==> config.mk <==
export PLATFORM = sky130hd
export DESIGN_NAME = atmr_vote_monitor
export DESIGN_NICKNAME = d
export VERILOG_FILES = /design/src/rtl/atmr_vote_monitor.sv
export SDC_FILE = /design/constraint.sdc
export NUM_CORES = 1
export LEC_CHECK = 0
export BUFFER_PORTS_ARGS = -buffer_cell sky130_fd_sc_hd__buf_4
export CAP_MARGIN = 20
export CORE_MARGIN = 2
export CORE_UTILIZATION = 55
export DETAILED_ROUTE_END_ITERATION = 12
export PLACE_DENSITY_LB_ADDON = 0.2
export SYNTH_ARGS = -nofsm -noshare
export SYNTH_HDL_FRONTEND = slang
export SYNTH_SLANG_ARGS = --single-unit
export TNS_END_PERCENT = 1
==> constraint.sdc <==
create_clock -name clk -period 3.9 [get_ports clk]
set_input_delay 0.39 -clock clk [delete_from_list [all_inputs] [get_ports clk]]
set_output_delay 0.39 -clock clk [all_outputs]
set_load 0.1 [all_outputs]
==> src/rtl/atmr_vote_monitor.sv <==
// Triple-replica vote monitor: registered bitwise majority with per-replica mismatch
// tracking, masking of a persistently faulty replica, 2-of-2 fallback and sticky failure.

module atmr_rep_track #(
  parameter int CNT_W  = 8,
  parameter int THRESH = 4
) (
  input  logic             clk,
  input  logic             rst,
  input  logic             acc_i,
  input  logic             mism_i,
  input  logic             clr_i,
  output logic             hit_o,
  output logic [CNT_W-1:0] err_cnt_o
);
  logic [3:0]       cons_q, cons_d;
  logic [CNT_W-1:0] err_q, err_d;

  always_comb begin
    cons_d = cons_q;
    if (acc_i) begin
      if (!mism_i)               cons_d = 4'd0;
      else if (cons_q != 4'hF)   cons_d = cons_q + 4'd1;
    end
    err_d = err_q;
    if (acc_i && mism_i && !(&err_q)) err_d = err_q + CNT_W'(1);
    // clear has priority over a same-cycle increment
    if (clr_i) err_d = '0;
  end

  // hit reflects the count this accept produces, so the trigger sample itself can mask
  assign hit_o     = acc_i && (cons_d >= 4'(THRESH));
  assign err_cnt_o = err_q;

  always_ff @(posedge clk or posedge rst) begin
    if (rst) begin
      cons_q <= 4'd0;
      err_q  <= '0;
    end else begin
      cons_q <= cons_d;
      err_q  <= err_d;
    end
  end
endmodule

module atmr_vote_monitor #(
  parameter int W      = 8,
  parameter int CNT_W  = 8,
  parameter int THRESH = 4
) (
  input  logic             clk,
  input  logic             rst,
  input  logic             in_valid,
  output logic             in_ready,
  input  logic [W-1:0]     rep0,
  input  logic [W-1:0]     rep1,
  input  logic [W-1:0]     rep2,
  output logic             out_valid,
  input  logic             out_ready,
  output logic [W-1:0]     voted,
  output logic [2:0]       mism,
  output logic [1:0]       state,
  output logic [1:0]       masked_id,
  output logic [CNT_W-1:0] err_cnt0,
  output logic [CNT_W-1:0] err_cnt1,
  output logic [CNT_W-1:0] err_cnt2,
  input  logic             clr_cnt
);
  typedef enum logic [1:0] {
    ST_NORMAL   = 2'd0,
    ST_DEGRADED = 2'd1,
    ST_FAIL     = 2'd2
  } st_e;

  st_e                    state_q, state_d;
  logic [1:0]             masked_q, masked_d;
  logic                   out_valid_q, out_valid_d;
  logic [W-1:0]           voted_q, voted_d;
  logic [2:0]             mism_q, mism_d;

  logic                   acc;
  logic [W-1:0]           maj, rep_a, rep_b, rep_m, voted_c;
  logic                   ab_diff;
  logic [2:0]             mism_c, hit;
  logic [2:0][CNT_W-1:0]  err_cnt;

  assign in_ready = !out_valid_q || out_ready;
  assign acc      = in_valid && in_ready;
  assign maj      = (rep0 & rep1) | (rep1 & rep2) | (rep0 & rep2);

  // a/b are the surviving replicas, a the lower index; m is the masked one
  always_comb begin
    rep_a = rep0;
    rep_b = rep1;
    rep_m = rep2;
    case (masked_q)
      2'd0:    begin rep_a = rep1; rep_b = rep2; rep_m = rep0; end
      2'd1:    begin rep_a = rep0; rep_b = rep2; rep_m = rep1; end
      default: begin rep_a = rep0; rep_b = rep1; rep_m = rep2; end
    endcase
  end

  assign ab_diff = (rep_a != rep_b);

  always_comb begin
    voted_c = maj;
    mism_c  = 3'b000;
    case (state_q)
      ST_NORMAL: begin
        voted_c   = maj;
        mism_c[0] = (rep0 != maj);
        mism_c[1] = (rep1 != maj);
        mism_c[2] = (rep2 != maj);
      end
      ST_DEGRADED: begin
        voted_c = rep_a;
        for (int k = 0; k < 3; k++)
          mism_c[k] = (2'(k) == masked_q) ? (rep_m != rep_a) : ab_diff;
      end
      default: begin
        voted_c = rep_a;
        mism_c  = 3'b111;
      end
    endcase
  end

  for (genvar k = 0; k < 3; k++) begin : g_trk
    atmr_rep_track #(.CNT_W(CNT_W), .THRESH(THRESH)) u_trk (
      .clk      (clk),
      .rst      (rst),
      .acc_i    (acc),
      .mism_i   (mism_c[k]),
      .clr_i    (clr_cnt),
      .hit_o    (hit[k]),
      .err_cnt_o(err_cnt[k])
    );
  end

  // Transitions only on accept; the triggering sample was voted under state_q above.
  always_comb begin
    state_d  = state_q;
    masked_d = masked_q;
    if (acc) begin
      case (state_q)
        ST_NORMAL: begin
          if (|hit) begin
            state_d  = ST_DEGRADED;
            masked_d = hit[0] ? 2'd0 : (hit[1] ? 2'd1 : 2'd2);
          end
        end
        ST_DEGRADED: if (ab_diff) state_d = ST_FAIL;
        default: ;
      endcase
    end
  end

  always_comb begin
    out_valid_d = out_valid_q;
    voted_d     = voted_q;
    mism_d      = mism_q;
    if (acc) begin
      out_valid_d = 1'b1;
      voted_d     = voted_c;
      mism_d      = mism_c;
    end else if (out_ready) begin
      out_valid_d = 1'b0;
    end
  end

  always_ff @(posedge clk or posedge rst) begin
    if (rst) begin
      state_q     <= ST_NORMAL;
      masked_q    <= 2'd3;
      out_valid_q <= 1'b0;
      voted_q     <= '0;
      mism_q      <= 3'b000;
    end else begin
      state_q     <= state_d;
      masked_q    <= masked_d;
      out_valid_q <= out_valid_d;
      voted_q     <= voted_d;
      mism_q      <= mism_d;
    end
  end

  assign out_valid = out_valid_q;
  assign voted     = voted_q;
  assign mism      = mism_q;
  assign state     = state_q;
  assign masked_id = masked_q;
  assign err_cnt0  = err_cnt[0];
  assign err_cnt1  = err_cnt[1];
  assign err_cnt2  = err_cnt[2];
endmodule

Yosys cells after proc, flatten, opt, wreduce, memory -nomap -nowiden
Index checks and enable logic that the tools add are counted.

Memories: 0. Bits in writable memories: 0. Input port bits: 29. Output and inout port bits: 41. Word-level logic and storage cells: 98. ROM bits: 0. Bits in registers: 52. Bits in latches: 0.

Eq/ne operators: 14. Reductions and logical operators: 29. Shift-type cells: 0. Div/mod/pow operators: 0. Multiply operators: 0. Order comparisons: 3. Add/subtract/negate cells: 6. Mux-type cells: 30. Bitwise logic cells: 5.

Operators with widths (count): $mux 8 (9); $ne 8x8->1 (5); $mux 4 (9); $add 8x1->8 const B (3); $and 8x8->8 (3); $reduce_and 8->1 (3); $or 8x8->8 (2); $pmux 8 s2 (1); $add 4x1->4 const B (3); $ge 4x3->1 const B (3); $ne 4x4->1 const B (3); $logic_and 1x1->1 (10); $reduce_bool 2->1 (5); $mux 2 (4); $pmux 3 s2 (1); $mux 1 (5); $eq 2x1->1 const B (2); $logic_not 1->1 (4); $logic_not 2->1 (2); $ne 2x2->1 const B (2); $pmux 2 s2 (1); $reduce_and 4->1 (1); $reduce_and 3->1 (1); $reduce_or 3->1 (1); other kinds (4) (4).

Longest topological paths before layout
Gate-level depths: netlist (run 1).

Depth after elaboration: 13. Depth in mapped cells: 12.

By module
From an unflattened synthesis (run 1), not the netlist that was laid out.

Cell total of the unflattened synthesis: 433. Area total of the unflattened synthesis: 3887.5 sq um.

Modules (own cells, without submodules): atmr_rep_track (seq. area each 300.3 sq um, area each 674.4 sq um, cells an instance 67, times used 3); atmr_vote_monitor (seq. area each 402.9 sq um, area each 1864.3 sq um, cells an instance 232, times used 1).

Least setup slack after synthesis (run 1)
No wires, ideal clock.

Kind: flip-flop to flip-flop. Start: reg out_valid_q, in the netlist out_valid. End: reg g_trk[0].u_trk.err_q[7]. Library setup time: 128 ps. Data arrival time: 3191 ps. Stages on the path, launching flop included: 9. Data required time: 3772 ps. Setup slack: 582 ps. Path through: dfrtp_1 -> nand2b_1 -> and2_0 -> clkbuf_1 -> nand2_1 -> a31o_1 -> buf_4 -> a2111oi_0 -> mux2_1.

Word-level cells in the longest chain between the ends: 6.

Ends and longest elaborated chain: start, declared (line 77) `logic out_valid_q, out_valid_d;`; start signal, assigned (line 180) `out_valid_q <= out_valid_d;`; $logic_not 1->1 (line 87) `assign in_ready = !out_valid_q || out_ready;`; $logic_or 1x1->1 (line 87); net in_ready (line 54) `output logic in_ready,`; $logic_and 1x1->1 (line 88) `assign acc = in_valid && in_ready;`; $logic_and 1x1->1 (2 in series) (line 26) `if (acc_i && mism_i && !(&err_q)) err_d = err_q + CNT_W'(1);`; $reduce_bool 2->1 (no source line); end signal, assigned (line 41) `err_q <= err_d;`; end, declared (line 17) `logic [CNT_W-1:0] err_q, err_d;`.

The timed path passes the listed nets, and every way through them passes these cells. A chain may end at the register's enable or synchronous reset.

Worst setup path after layout (run 1)
Start: reg masked_q[0], in the netlist masked_id[0]. End: reg g_trk[0].u_trk.err_q[7].

Word-level cells in the longest chain between the ends: 9.

Ends and longest elaborated chain: start, declared (line 76) `logic [1:0] masked_q, masked_d;`; start signal, assigned (line 179) `masked_q <= masked_d;`; $eq 2x1->1 / $logic_not 2->1 (equally long branches) (line 96, 118); $reduce_or 2->1 (no source line); $mux 8 (line 96) `case (masked_q)`; $ne 8x8->1 (line 103) `assign ab_diff = (rep_a != rep_b);`; $mux 1 (*) (line 118) `mism_c[k] = (2'(k) == masked_q) ? (rep_m != rep_a) : ab_diff;`; $pmux 3 s2 (*) (line 108) `case (state_q)`; $logic_and 1x1->1 (*) (2 in series) (line 26); $reduce_bool 2->1 (no source line) (*).

Mark *: on every way between the ends. The rest lies on a longest branch, timed or not.

==> results of run 1 <==
[cell usage after synthesis (2+ instances only)]
cell type  number  area, um2
dfrtp_1        50       1251
o311ai_0        2      17.52
a31oi_1         4      25.02
o211ai_1        3      22.52
xor2_1          7      61.31
and3b_1         2      17.52
clkbuf_1       24      90.09
o21a_1          3      22.52
nor3b_1         7      52.55
mux2_1          7      78.83
o31ai_1         4      30.03
mux2i_1        20      200.2
a21oi_1        24      120.1
buf_2          11      55.05
nor4_1          8      50.05
buf_6           3      33.78
a211oi_1        4      30.03
nand3_1        23      115.1
and3_1         10      62.56
o22ai_1         2      12.51
ha_1            6      75.07
or3_1           3      18.77
inv_1          13      48.80
nand3b_1       14      105.1
o21ai_0         8      40.04
o22a_1          3      26.28
or2_2           3      18.77
dfstp_2         2      52.55
nand2b_1        7      43.79
o21ai_1         4      20.02
nand4_1         8      50.05
nand2_1        40      150.1
nor2b_1        10      62.56
xnor2_1        22      192.7
nor2_1         35      131.4
or3b_2         19      166.4
o41ai_1        10      87.58
or4_1           3      22.52
o2111ai_1       8      70.07
nor3_1          4      20.02
[worst max-delay path by stage]
stage,startpoint,end,slack (ns)
after global routing,masked_id[0],g_trk[0].u_trk.err_cnt_o[7],0.37
after CTS,masked_id[0],g_trk[0].u_trk.err_cnt_o[7],0.57
after floorplan,out_valid,g_trk[0].u_trk.err_cnt_o[7],0.58
after global placement,masked_id[0],g_trk[0].u_trk.err_cnt_o[7],0.70
final,masked_id[0],g_trk[0].u_trk.err_cnt_o[7],0.55
after detailed placement,masked_id[0],g_trk[0].u_trk.err_cnt_o[7],0.59
[per-stage QoR]
step	instances	hold slack, ns	area, um2	total power, W	util, %
2_1_floorplan	461	0.4783	3968	0.001447	-
3_3_place_gp	588	0.4614	4419	0.001593	64.34
3_5_place_dp	588	0.4641	4419	0.001616	64.34
4_1_cts	596	0.2742	4546	0.002023	66.17
5_1_grt	598	0.2920	4576	0.002134	66.61
6_report	598	0.2829	4576	0.002015	66.61
[report_power, final]
part           total, W  internal [W]  switching, W
Clock          0.000402      0.000227      0.000176
Sequential     0.000758      0.000633      0.000125
Combinational  0.000855      0.000285      0.000570
Total           0.00202       0.00114      0.000871
[cell families after synthesis]
kind of cell,after synthesis,synth area share [%]
AOI/OAI and AO/OA,93,16.87
xor gates and xnor gates,29,6.402
adders and majority gates,6,1.892
buffers and inverters,53,6.307
DFF,52,32.86
muxes,28,7.316
and+or+nand+nor,200,28.35
[final cells by class]
cell class | instances | share of cell area, %
inverters | 13 | 1.066
flip-flops and latches | 52 | 28.49
repair buffers | 73 | 12.31
clock inverters | 1 | 0.6563
well taps | 96 | 2.625
clock buffers | 7 | 2.106
multi-input cells | 356 | 52.75
[per-layer routing]
layer  vias to the layer above  global-route usage (%)
li1                       1749                       -
met1                      1747                   35.43
met2                        91                   37.72
met3                        11                   4.986
met4                         0                   5.156
met5                         -                       0
==> impl_metrics.ini, run 1 <==
[sta]
rsz0062_at_grt = no
finalSetupViolCount = 0
fmax_mhz = 298.9
fin_skew_ns = 0.005361
slew_headroom_pct = 53.59
fin_crit_sh_pct = 85.78
setup_slack_ns = 0.5546
timing.final.crit_period_ns = 3.345
final_max_slew_viol_count = 0
tightest_slew_ns = 0.6915
setup_tns_ns = 0
hold_violations = 0

[synthesis]
ys_ff_latch = 52
ys_types = 61
syn-num-nets = 496
synthArstFlopShare_pct = 100.0
synth_edf_count = 0
seq_area_frac_synth_pct = 32.86
synth_area_um2 = 3968
synthCells = 461
avgSynthCellArea_um2 = 8.606
ys_warn_count = 0
synth_ff_type = dfrtp_1

[status]
status = finished clean

[die]
die_x_um = 88.94
core_um2 = 6869
ios = 70
start_util_pct = 57.76
num_rows = 30
design.die.area_um2 = 7909
fp.dieH_um = 88.94

[power]
pwr_density_cell_nw_per_um2 = 440.4
peakVddDrop_mv = 0.3394
p_leak_nw = 2.007

[place]
hpwl_mm = 6.754
dp_slack_ns = 0.5887
portBuffers = 69
gp_congestion = 0.8836

[worst_setup_path]
r2r-end = g_trk[0].u_trk.err_cnt_o[7]
critical_path.endpoint_type = flip-flop
path_max_fanout = 18
criticalPathCategory = flip-flop to flip-flop
reg2reg_from = masked_id[0]
slowest_stage = dfstp_2
path_delay_family = compound AO/OA/AOI/OAI gates
cp.required_ns = 4.10
r2r_slack_ns = 0.55
crit_path_start_kind = flip-flop
reg2regPathDepth = 8
worstSetupPathDepth = 8
cpPeakStageDelay_ns = 0.78
crit_buf_inv = 0
crit_chain = mux2i_1 > xor2_1 > nand4_1 > or4_4 > o211ai_1 > a31o_1 > a2111oi_0 > mux2_1
worstPathArrival_ns = 3.54

[worst_hold_path]
hold_depth = 2
whs_endpoint = out_valid
min_from = in_valid
min-delay-path-class = input pin to flip-flop

[finish]
drive_above_1_share_pct = 22.31
multi_input_area_um2 = 2414
fillers = 581
final_nets = 536
seq_area_um2 = 1304
final_common_cell = buf_4
antenna-diode-count = 0
area_growth_pct = 15.33
final_cell_mix = 71 x buf_4, 50 x dfrtp_1, 40 x nand2_1, 35 x nor2_1, 24 x a21oi_1

[clock_tree]
cts_tree = done
cts_root_buf = clkbuf_8
ctsHtreeMaxLevel = 2
ctsHoldBuffers = 0
cts_buffer_depth = 2
cts_resized = 0
clkSinkCount = 52
cts_setup_buffers = 0
clkTransAtPathRegs_ns = 0.09
clk_latency_ns = 0.31
cts-buffers-inserted = 5

[global_routing]
overflow = 0
grt_pass1_wl_mm = 15.30
grt_max_degree = 53
grt_antenna_before_repair = 0
grt_pass1_vias = 3220
grt_use_total_pct = 24.32

[route]
wire_per_inst_um = 15.93
drcViolationCount = 0
wirelength_mm = 9.525
met1Wirelength_mm = 4.398
ant_nets = 0
viasPerCell = 6.017
dr_wl_met2_mm = 4.490
route.met3.wl_um = 535
drt_iter0_markers = 292
top_layer = met4
dr_total_vias = 3598
firstDrtPassIters = 4

[run]
cap_violations = 0
No activity file was read; power rests on OpenSTA's default activity.
==> inputs of run 2 (changes only) <==
- BUFFER_PORTS_ARGS: -buffer_cell sky130_fd_sc_hd__buf_4 -> unset
- CORE_UTILIZATION: 55 -> 65
- CTS_BUF_LIST: unset -> sky130_fd_sc_hd__clkbuf_4 sky130_fd_sc_hd__clkbuf_8
- DONT_BUFFER_PORTS: unset -> 1
==> impl_metrics.ini, run 2 (synthesized netlist as in run 1, its figures left out) <==
[worst_setup_path]
criticalPathCategory = flip-flop to flip-flop
critical_path.endpoint_type = flip-flop
worstSetupPathDepth = 8
slowest_stage = dfstp_2
crit_start = masked_id[0]
worstPathArrival_ns = 3.30
crit_chain = mux2i_1 > xor2_1 > nand4_1 > or4_4 > o211ai_1 > a31o_1 > a2111oi_0 > mux2_1
crit_buf_inv = 0
path_max_fanout = 16
reg2regPathDepth = 8
cp.required_ns = 4.10
cpPeakStageDelay_ns = 0.76
crit_path_start_kind = flip-flop
path_delay_family = compound AO/OA/AOI/OAI gates
reg2reg_from = masked_id[0]

[die]
num_rows = 28
design.die.area_um2 = 6745
fp.dieH_um = 82.13
core_um2 = 5921
start_util_pct = 67.01
die_x_um = 82.13
ios = 70

[route]
wire_per_inst_um = 17.60
drt_iter0_markers = 295
firstDrtPassIters = 4
viasPerCell = 6.635
drcViolationCount = 0
ant_nets = 0
dr_total_vias = 3477
wirelength_mm = 9.222

[clock_tree]
cts_root_buf = clkbuf_8
cts_setup_buffers = 0
cts_buffer_depth = 2
clkTransAtPathRegs_ns = 0.09
cts_tree = done
cts-buffers-inserted = 5
clkSinkCount = 52
ctsHtreeMaxLevel = 2
cts_resized = 0
clk_latency_ns = 0.31
ctsHoldBuffers = 0

[place]
place_area_um2 = 3995
gp_congestion = 0.9402
dp_cells = 514
hpwl_mm = 6.503
portBuffers = 0

[global_routing]
grt_pass1_vias = 3136
grt_antenna_before_repair = 0
use_met1_pct = 38.88
grtUsageMet3_pct = 8.370
overflow = 0
grt_use_total_pct = 28.07
grt-busiest-layer = met2
grt_max_degree = 53
grt_pass1_wl_mm = 14.83
gr-usage-met2_pct = 41.79

[finish]
final_cell_mix = 50 x dfrtp_1, 40 x nand2_1, 35 x nor2_1, 24 x a21oi_1, 23 x nand3_1
final_common_cell = dfrtp_1
final_nets = 483
antenna-diode-count = 0
drive_above_1_share_pct = 13.14
area_growth_pct = 4.068
design_area_um2 = 4129
stdcell_count = 524
fillers = 480

[sta]
fmax_mhz = 322.5
fin_skew_ns = 0.009673
hold_violations = 0
rsz0062_at_grt = no
finalSetupViolCount = 0
hold_slack_ns = 0.1285
setup_tns_ns = 0
final_max_slew_viol_count = 0
timing.final.crit_period_ns = 3.100
tightest_slew_ns = 0.9992
fin_crit_sh_pct = 79.50
slew_headroom_pct = 33.39

[status]
status = finished clean

[worst_hold_path]
min_from = clr_cnt
hold_depth = 1
min-delay-path-class = input pin to flip-flop

[power]
p_leak_nw = 1.732
peakVddDrop_mv = 0.3301
pwr_density_cell_nw_per_um2 = 453.8

[run]
cap_violations = 0
run 2: changes by cell type in the layout (fill, tap and decap cells not counted):
cell       previous run  this run
clkbuf_4              0         1
buf_4                71        18
bufinv_16             1         0
run 2: cell type report:
cell class / count / area [um2] / area share, %
multi-input combinational: 356 / 2414 / 58.45
sequential: 52 / 1304 / 31.58
timing repair buffer: 20 / 165.2 / 4.000
clock buffer: 8 / 103.9 / 2.515
tap: 75 / 93.84 / 2.273
inverter: 13 / 48.80 / 1.182
run 2: through the flow:
| stage | utilization, % | total power [W] | setup WS, ns |
|---|---|---|---|
| CTS | 69.23 | 0.001874 | 0.8054 |
| global route | 69.74 | 0.001980 | 0.6666 |
| floorplan | - | 0.001447 | 0.5818 |
| global placement | 67.48 | 0.001505 | 0.8915 |
| finish | 69.74 | 0.001874 | 0.7997 |
| detailed placement | 67.48 | 0.001528 | 0.8147 |
run 2: per-layer routing:
metal | vias up | share of wire, %
met5 | - | 0
met4 | 0 | 2.0
met3 | 28 | 8.4
met2 | 149 | 45
met1 | 1650 | 45
li1 | 1650 | -
run 2: final timing paths:
| path | slack, ns | to |
|---|---|---|
| setup / recovery | 0.80 | g_trk[0].u_trk.err_cnt_o[7] |
| hold / removal | 0.13 | g_trk[1].u_trk.err_cnt_o[2] |
| setup reg to reg | 0.80 | g_trk[0].u_trk.err_cnt_o[7] |
| hold reg to reg | 0.53 | flip-flop |
| max in group asynchronous | 2.91 | masked_id[1] |
| min in group asynchronous | 0.44 | g_trk[0].u_trk.err_cnt_o[4] |
run 2: report_power, final:
part	total, W	leakage (nW)	switching [W]	internal (W)
sequential	0.000914	0.665	0.000285	0.000629
clock	0.000345	0.0549	0.000176	0.000169
combinational	0.000615	1.01	0.000373	0.000242
total	0.00187	1.73	0.000833	0.00104
